File: src/rtl/dso_trig_capture.sv
// dso_trig_capture: circular-buffer write-address and trigger controller for the DSO sample RAM.
// Define DSO_AUTO_TRIG_EN to add the auto-trigger timeout (trig_forced is otherwise tied low).
module dso_trig_capture #(
  parameter int AW = 9,
  parameter int TO_W = 16,
  parameter int AUTO_TO = 65535
) (
  input  logic          clk_cnt,
  input  logic          rst,
  input  logic          arm,
  input  logic          abort,
  input  logic          cont,
  input  logic          edge_sel,
  input  logic          auto_en,
  input  logic [AW-1:0] pre_len,
  input  logic          trig_in,
  output logic [AW-1:0] wraddr,
  output logic          wr_en,
  output logic [AW-1:0] start_addr,
  output logic [AW-1:0] trig_addr,
  output logic          done,
  output logic          cnt_irq,
  output logic          trig_forced
);
  typedef enum logic [2:0] {IDLE, PRE, WAIT, POST, DONE} state_t;
  localparam logic [AW-1:0] P_MAX = '1;
  state_t state, nxt;
  logic [AW-1:0] p;
  logic [2:0] sync;
  logic irq_q, trig_edge, forced, trig, start;
  // sync[1] is the synchronised pin, sync[2] its previous value
  assign trig_edge = edge_sel ? (sync[2] & ~sync[1]) : (~sync[2] & sync[1]);
  assign trig = state == WAIT && (trig_edge || forced);
  assign start = !abort && ((state == IDLE && arm) || (state == DONE && (arm || cont)));
  always_ff @(posedge clk_cnt or posedge rst)
    if (rst) state <= IDLE;
    else state <= nxt;
  always_comb begin
    nxt = state;
    case (state)
      IDLE, DONE: nxt = start ? (pre_len == '0 ? WAIT : PRE) : state;
      PRE:        nxt = wraddr == p - AW'(1) ? WAIT : PRE;
      WAIT:       nxt = trig ? (p == P_MAX ? DONE : POST) : WAIT;
      POST:       nxt = wraddr == start_addr - AW'(1) ? DONE : POST;
      default:    nxt = IDLE;
    endcase
    if (abort) nxt = IDLE;
  end
  always_comb begin
    wr_en = state == PRE || state == WAIT || state == POST;
    done = state == DONE;
    cnt_irq = irq_q;
  end
  always_ff @(posedge clk_cnt or posedge rst)
    if (rst) begin
      sync <= '0;
      wraddr <= '0;
      p <= '0;
      start_addr <= '0;
      trig_addr <= '0;
      irq_q <= 1'b0;
    end else begin
      sync <= {sync[1:0], trig_in};
      irq_q <= nxt == DONE && state != DONE;
      if (start) begin
        wraddr <= '0;
        p <= pre_len;
      end else if (wr_en && !abort) wraddr <= wraddr + AW'(1);
      // the oldest sample sits p writes before the trigger sample
      if (trig && !abort) begin
        trig_addr <= wraddr;
        start_addr <= wraddr - p;
      end
    end
`ifdef DSO_AUTO_TRIG_EN
  logic [TO_W-1:0] to_cnt;
  assign forced = auto_en && to_cnt == TO_W'(AUTO_TO) && !trig_edge;
  always_ff @(posedge clk_cnt or posedge rst)
    if (rst) begin
      to_cnt <= '0;
      trig_forced <= 1'b0;
    end else begin
      if (state != WAIT) to_cnt <= '0;
      else if (auto_en) to_cnt <= to_cnt + TO_W'(1);
      if (start) trig_forced <= 1'b0;
      else if (trig && !abort) trig_forced <= forced;
    end
`else
  logic [TO_W:0] unused_cfg;
  assign unused_cfg = {auto_en, TO_W'(AUTO_TO)};
  assign forced = 1'b0;
  assign trig_forced = 1'b0;
`endif
endmodule

File: config.mk
export PLATFORM = sky130hd
export DESIGN_NAME = dso_trig_capture
export DESIGN_NICKNAME = d
export VERILOG_FILES = /design/src/rtl/dso_trig_capture.sv
export SDC_FILE = /design/constraint.sdc
export NUM_CORES = 1
export LEC_CHECK = 0
export ABC_AREA = 1
export CAP_MARGIN = 20
export CORE_UTILIZATION = 40
export CTS_CLUSTER_SIZE = 30
export DETAILED_ROUTE_END_ITERATION = 12
export SYNTH_ARGS = -nofsm -noshare
export SYNTH_HDL_FRONTEND = slang
export SYNTH_SLANG_ARGS = --single-unit
File: constraint.sdc
create_clock -name clk_cnt -period 3.27 [get_ports clk_cnt]
set_input_delay 0.4905 -clock clk_cnt [delete_from_list [all_inputs] [get_ports clk_cnt]]
set_output_delay 0.4905 -clock clk_cnt [all_outputs]
set_load 0.1 [all_outputs]
* Word-level counts from Yosys, hierarchy flattened
Cells that the tools add are included. Widths: inputs -> output; s select.
Word-level totals: register bits after elaboration 43, word-level logic and storage cells 51
Operators by class: add/subtract/negate cells 4, equality and inequality tests 9, multiplexer cells 11, bitwise gates (word level) 4, reductions and logical operators 16
Operator list (number):
- $eq 9x9->1 | 2
- $mux 9 | 2
- $sub 9x1->9 const B | 2
- $mux 3 | 5
- $pmux 3 s4 | 1
- $add 9x1->9 const B | 1
- $eq 9x9->1 const B | 1
- $logic_not 9->1 | 1
- $sub 9x9->9 | 1
- $logic_and 1x1->1 | 7
- $eq 3x2->1 const B | 2
- $eq 3x3->1 const B | 2
- $logic_or 1x1->1 | 4
- $mux 2 | 2
- $eq 3x1->1 const B | 1
- $logic_not 3->1 | 1
- $ne 3x3->1 const B | 1
- $and 1x1->1 | 2
- $not 1->1 | 2
- $reduce_bool 2->1 | 1
- $reduce_or 2->1 | 1
- $logic_not 1->1 | 1
- $mux 1 | 1

* Longest topological paths before layout
word-level depth 9, mapped depth 17

* Worst setup path before layout
Ideal clock, no wire load.
path kind register -> register, from reg state[1], to reg irq_q (netlist: cnt_irq), setup time 0.069 ns, arrival time 2.532 ns, data required time 3.201 ns, slack 0.670 ns, cell stages (with the launch flop) 9, path buffers 0, clock period less this slack 2.600 ns, cells stage by stage dfrtp_1 -> nor2_2 -> inv_1 -> nor2_1 -> inv_1 -> o21a_1 -> o21ai_1 -> nand2_1 -> nor2_2
On the way: longest elaborated chain between the ends 9
Ends and longest elaborated chain:
- from (decl) | RTL line 27 | state_t state, nxt;
- from (signal assigned) | RTL line 37 | else state <= nxt;
- $eq 3x3->1 *
- named net done | RTL line 21 | output logic done,
- $logic_and 1x1->1 | RTL line 34 | assign start = !abort && ((state == IDLE && arm) || (state == DONE && (arm || cont)));
- $logic_or 1x1->1 | RTL line 34
- $logic_and 1x1->1 | RTL line 34
- $mux 3 | RTL line 41 | IDLE, DONE: nxt = start ? (pre_len == '0 ? WAIT : PRE) : state;
- $pmux 3 s4 * | RTL line 40 | case (state)
- $mux 3 * | RTL line 47 | if (abort) nxt = IDLE;
- $eq 3x3->1 * | RTL line 64 | irq_q <= nxt == DONE && state != DONE;
- $logic_and 1x1->1 * | RTL line 64
- to (signal assigned) | RTL line 61 | irq_q <= 1'b0;
- to (signal assigned) | RTL line 64
- to (decl) | RTL line 30 | logic irq_q, trig_edge, forced, trig, start;
Mark *: on every way through the listed nets, which the timed path passes. The rest lies on a longest branch. A chain may end at the register's enable or synchronous reset.

* Worst setup path in the final report
from reg trig_addr[5], to out trig_addr[5]
RTL lines:
- from (decl) | RTL line 20 | output logic [AW-1:0] trig_addr,
- from (signal assigned) | RTL line 71 | trig_addr <= wraddr;
No word-level cell between the ends.

==> out/qor.csv <==
metric,value,unit
status,"complete, no violations",
synth_top_flop_cell,dfrtp_1,
syn-num-nets,431,
r2r_end,start_addr[8],
drv_slew,0,
maxCapViolations,0,
power.total,1500,µW
worstSkewPairLatency,300,ps
synth_largest_area_cell,dfrtp_1,
wirelength,7.08,mm
vdd_drop_max,0.197,mV
reg2reg_setup_slack,1150,ps
synthToLayoutAreaGrowth,21.3,%
antenna_found_initial,0,
ctsResizeCount,0,
ys_types,33,
path_class,flop to output port,
postPlaceCellArea,3370,µm²
synthCells,401,
yosysSeqAreaShare,37.5,%
cp-start-kind,flop,
hold_class,flop to flop,
cp_max_fo,2,
finalNetCount,479,
crit_chain,clkdlybuf4s50_1,
grt_max_degree,29,
gp_congestion,0.892,
yosys_warnings,0,
finalCriticalPeriod,2280,ps
crit_family,buffers and inverters,
cp.arrival,1790,ps
power.internal,888,µW
cts_htree_levels,2,
pwr-share-comb,34.7,%
start_util,41.7,%
via_count,2639,
r2r_cells,8,
max_clock_freq,438,MHz
place_ws,1020,ps
min_to,sync[1],
drc,0,
yosys_register_bits,43,
multi_input_area,1550,µm²
grt_pass1_wl,11.8,mm
register_area,1080,µm²
drtPass1Iterations,4,
cts_tree,yes,
wl_per_cell,13.0,µm
dp_hpwl,5.55,mm
fp.dieH,86.7,µm
finalInstanceArea,3480,µm²
rsz0062_at_grt,false,
synth_edf_count,0,
cpPeakStageDelay,1130,ps
clkTransAtPathRegs,90,ps
clock-sinks,43,
drtAntennaViolNets,0,
critPathSlowestCell,clkdlybuf4s50_1,
fin_tns_setup,0,ps
cts_inserted_buffers,5,
power.net_switching,607,µW
num_antenna_cells,0,
ctsHoldBuffers,0,
powerDensity,430,nW/µm²
fill_cells,709,
holdWs,357,ps
avgSynthCellArea,7.15,µm²
finalCritPeriodShare,69.8,%
drt-vias-per-instance,4.83,
worst_pin_slew,968,ps
relSlewSlack,35.2,%
synthArstFlopShare,100,%
track_usage,20.8,%
grt_pass1_vias,2419,
setup_viol,0,
dieWidth,86.7,µm
final.setup.worst_slack,988,ps
drt_iter0_drc,91,
hold_start,sync[0],
drive_above_1_share,14.2,%
clockPowerShare,23.7,%
crit_path_end_kind,output port,
critPathBufInv,1,
grt_overflow,0,
yosysTopAreaCellShare,37.5,%
finClkSkew,4.78,ps
worstPathRequired,2780,ps
num_io_pins,48,
core,6870,µm²
yosys-top-cells-area,"dfrtp_1, nand2_1, inv_1, ha_1, nor2_1",
finalHoldViolations,0,
timing.rr.start,wraddr[0],
die-area,7510,µm²
syn_area,2870,µm²
cts_root_buffer,clkbuf_8,
swShare,40.6,%
io_buffers,45,
clockBufferDepth,2,
sequentialPowerShare,41.6,%
hold_depth,0,
p_leak,0.00167,µW
rows,30,
cts_setup_buffers,0,
[power groups by stage]
| stage | registers [µW] | logic, µW | clock network [µW] |
|---|---|---|---|
| 2_1_floorplan | 719 | 300 | 0 |
| 3_3_place_gp | 633 | 511 | 0 |
| 3_5_place_dp | 632 | 517 | 0 |
| 4_1_cts | 622 | 519 | 370 |
| 5_1_grt | 630 | 573 | 381 |
| 6_report | 622 | 519 | 355 |
[how the worst max path moves through the flow]
stage            startpoint           end  slack (ps)  cells after the start
2_1_floorplan      state[1]       cnt_irq         670                      8
3_3_place_gp          abort     wraddr[8]        1060                      8
3_5_place_dp          abort     wraddr[8]        1020                      8
4_1_cts        trig_addr[7]  trig_addr[7]         970                      1
5_1_grt        trig_addr[5]  trig_addr[5]         930                      1
6_report       trig_addr[5]  trig_addr[5]         990                      1
[metal layers]
layer	track usage [%]	wire length, µm	up-vias
li1	-	-	1378
met1	28.9	3470	1195
met2	32.8	3230	59
met3	3.24	275	7
met4	7.42	103	0
met5	0	0	-
[stage by stage]
| step | cells | util [%] |
|---|---|---|
| 3_5_place_dp | 537 | 49.0 |
| 3_3_place_gp | 537 | 49.0 |
| 2_1_floorplan | 401 | - |
| 5_1_grt | 546 | 50.6 |
| 4_1_cts | 545 | 50.3 |
| 6_report | 546 | 50.6 |
[cells in the final DEF (no fill, tap or decap), drive strengths merged]
| master | synthesis | layout |
|---|---|---|
| dfrtp | 43 | 43 |
| o21ai | 29 | 29 |
| conb | 1 | 1 |
| nand4 | 5 | 5 |
| xor2 | 5 | 5 |
| nand2 | 124 | 124 |
| nor2 | 49 | 49 |
| o21a | 2 | 2 |
| nor4 | 2 | 2 |
| inv | 53 | 53 |
| ha | 12 | 12 |
| fa | 1 | 1 |
| o211ai | 2 | 2 |
| xnor2 | 9 | 9 |
| nor3 | 7 | 7 |
| o21bai | 1 | 1 |
| o22ai | 5 | 5 |
| o221ai | 1 | 1 |
| clkinv | 0 | 1 |
| buf | 6 | 24 |
| a21oi | 14 | 14 |
| clkdlybuf4s50 | 0 | 25 |
| clkbuf | 2 | 5 |
| nand3 | 26 | 26 |
| clkinvlp | 0 | 2 |
| or2 | 1 | 1 |
| a31oi | 1 | 1 |
[state kept, by name (all words and copies together), names as in the netlist]
register,flops
cnt_irq,1
p,9
start_addr,9
state,3
sync,3
trig_addr,9
wraddr,9
[layout make-up]
class | instances | area share (%)
Clock buffer | 5 | 1.98
Clock inverter | 3 | 0.683
Inverter | 53 | 5.72
Multi-Input combinational cell | 297 | 44.5
Sequential cell | 43 | 30.9
Tap cell | 96 | 3.45
Timing Repair Buffer | 49 | 12.7
[cell families (layout without fill, tap and decap cells)]
kind of cell	count (synthesis)	in the layout	synth area share, %
AOI/OAI and AO/OA	55	55	10.4
buffers and inverters	61	110	8.51
DFF	43	43	37.5
adders and majority gates	13	13	5.93
and+or+nand+nor	214	214	33.2
other	1	1	0.131
xor gates and xnor gates	14	14	4.28
[cell usage after synthesis (5+ instances only)]
| cell type | instances |
|---|---|
| o21ai_1 | 14 |
| inv_1 | 42 |
| a21oi_1 | 14 |
| o21ai_0 | 15 |
| nor2_1 | 37 |
| dfrtp_1 | 43 |
| xor2_1 | 5 |
| nand3_1 | 23 |
| inv_2 | 11 |
| nand2_1 | 123 |
| nor2_2 | 12 |
| xnor2_1 | 9 |
| nand4_1 | 5 |
| o22ai_1 | 5 |
| ha_1 | 12 |
Power figures use the tool's default switching activity.
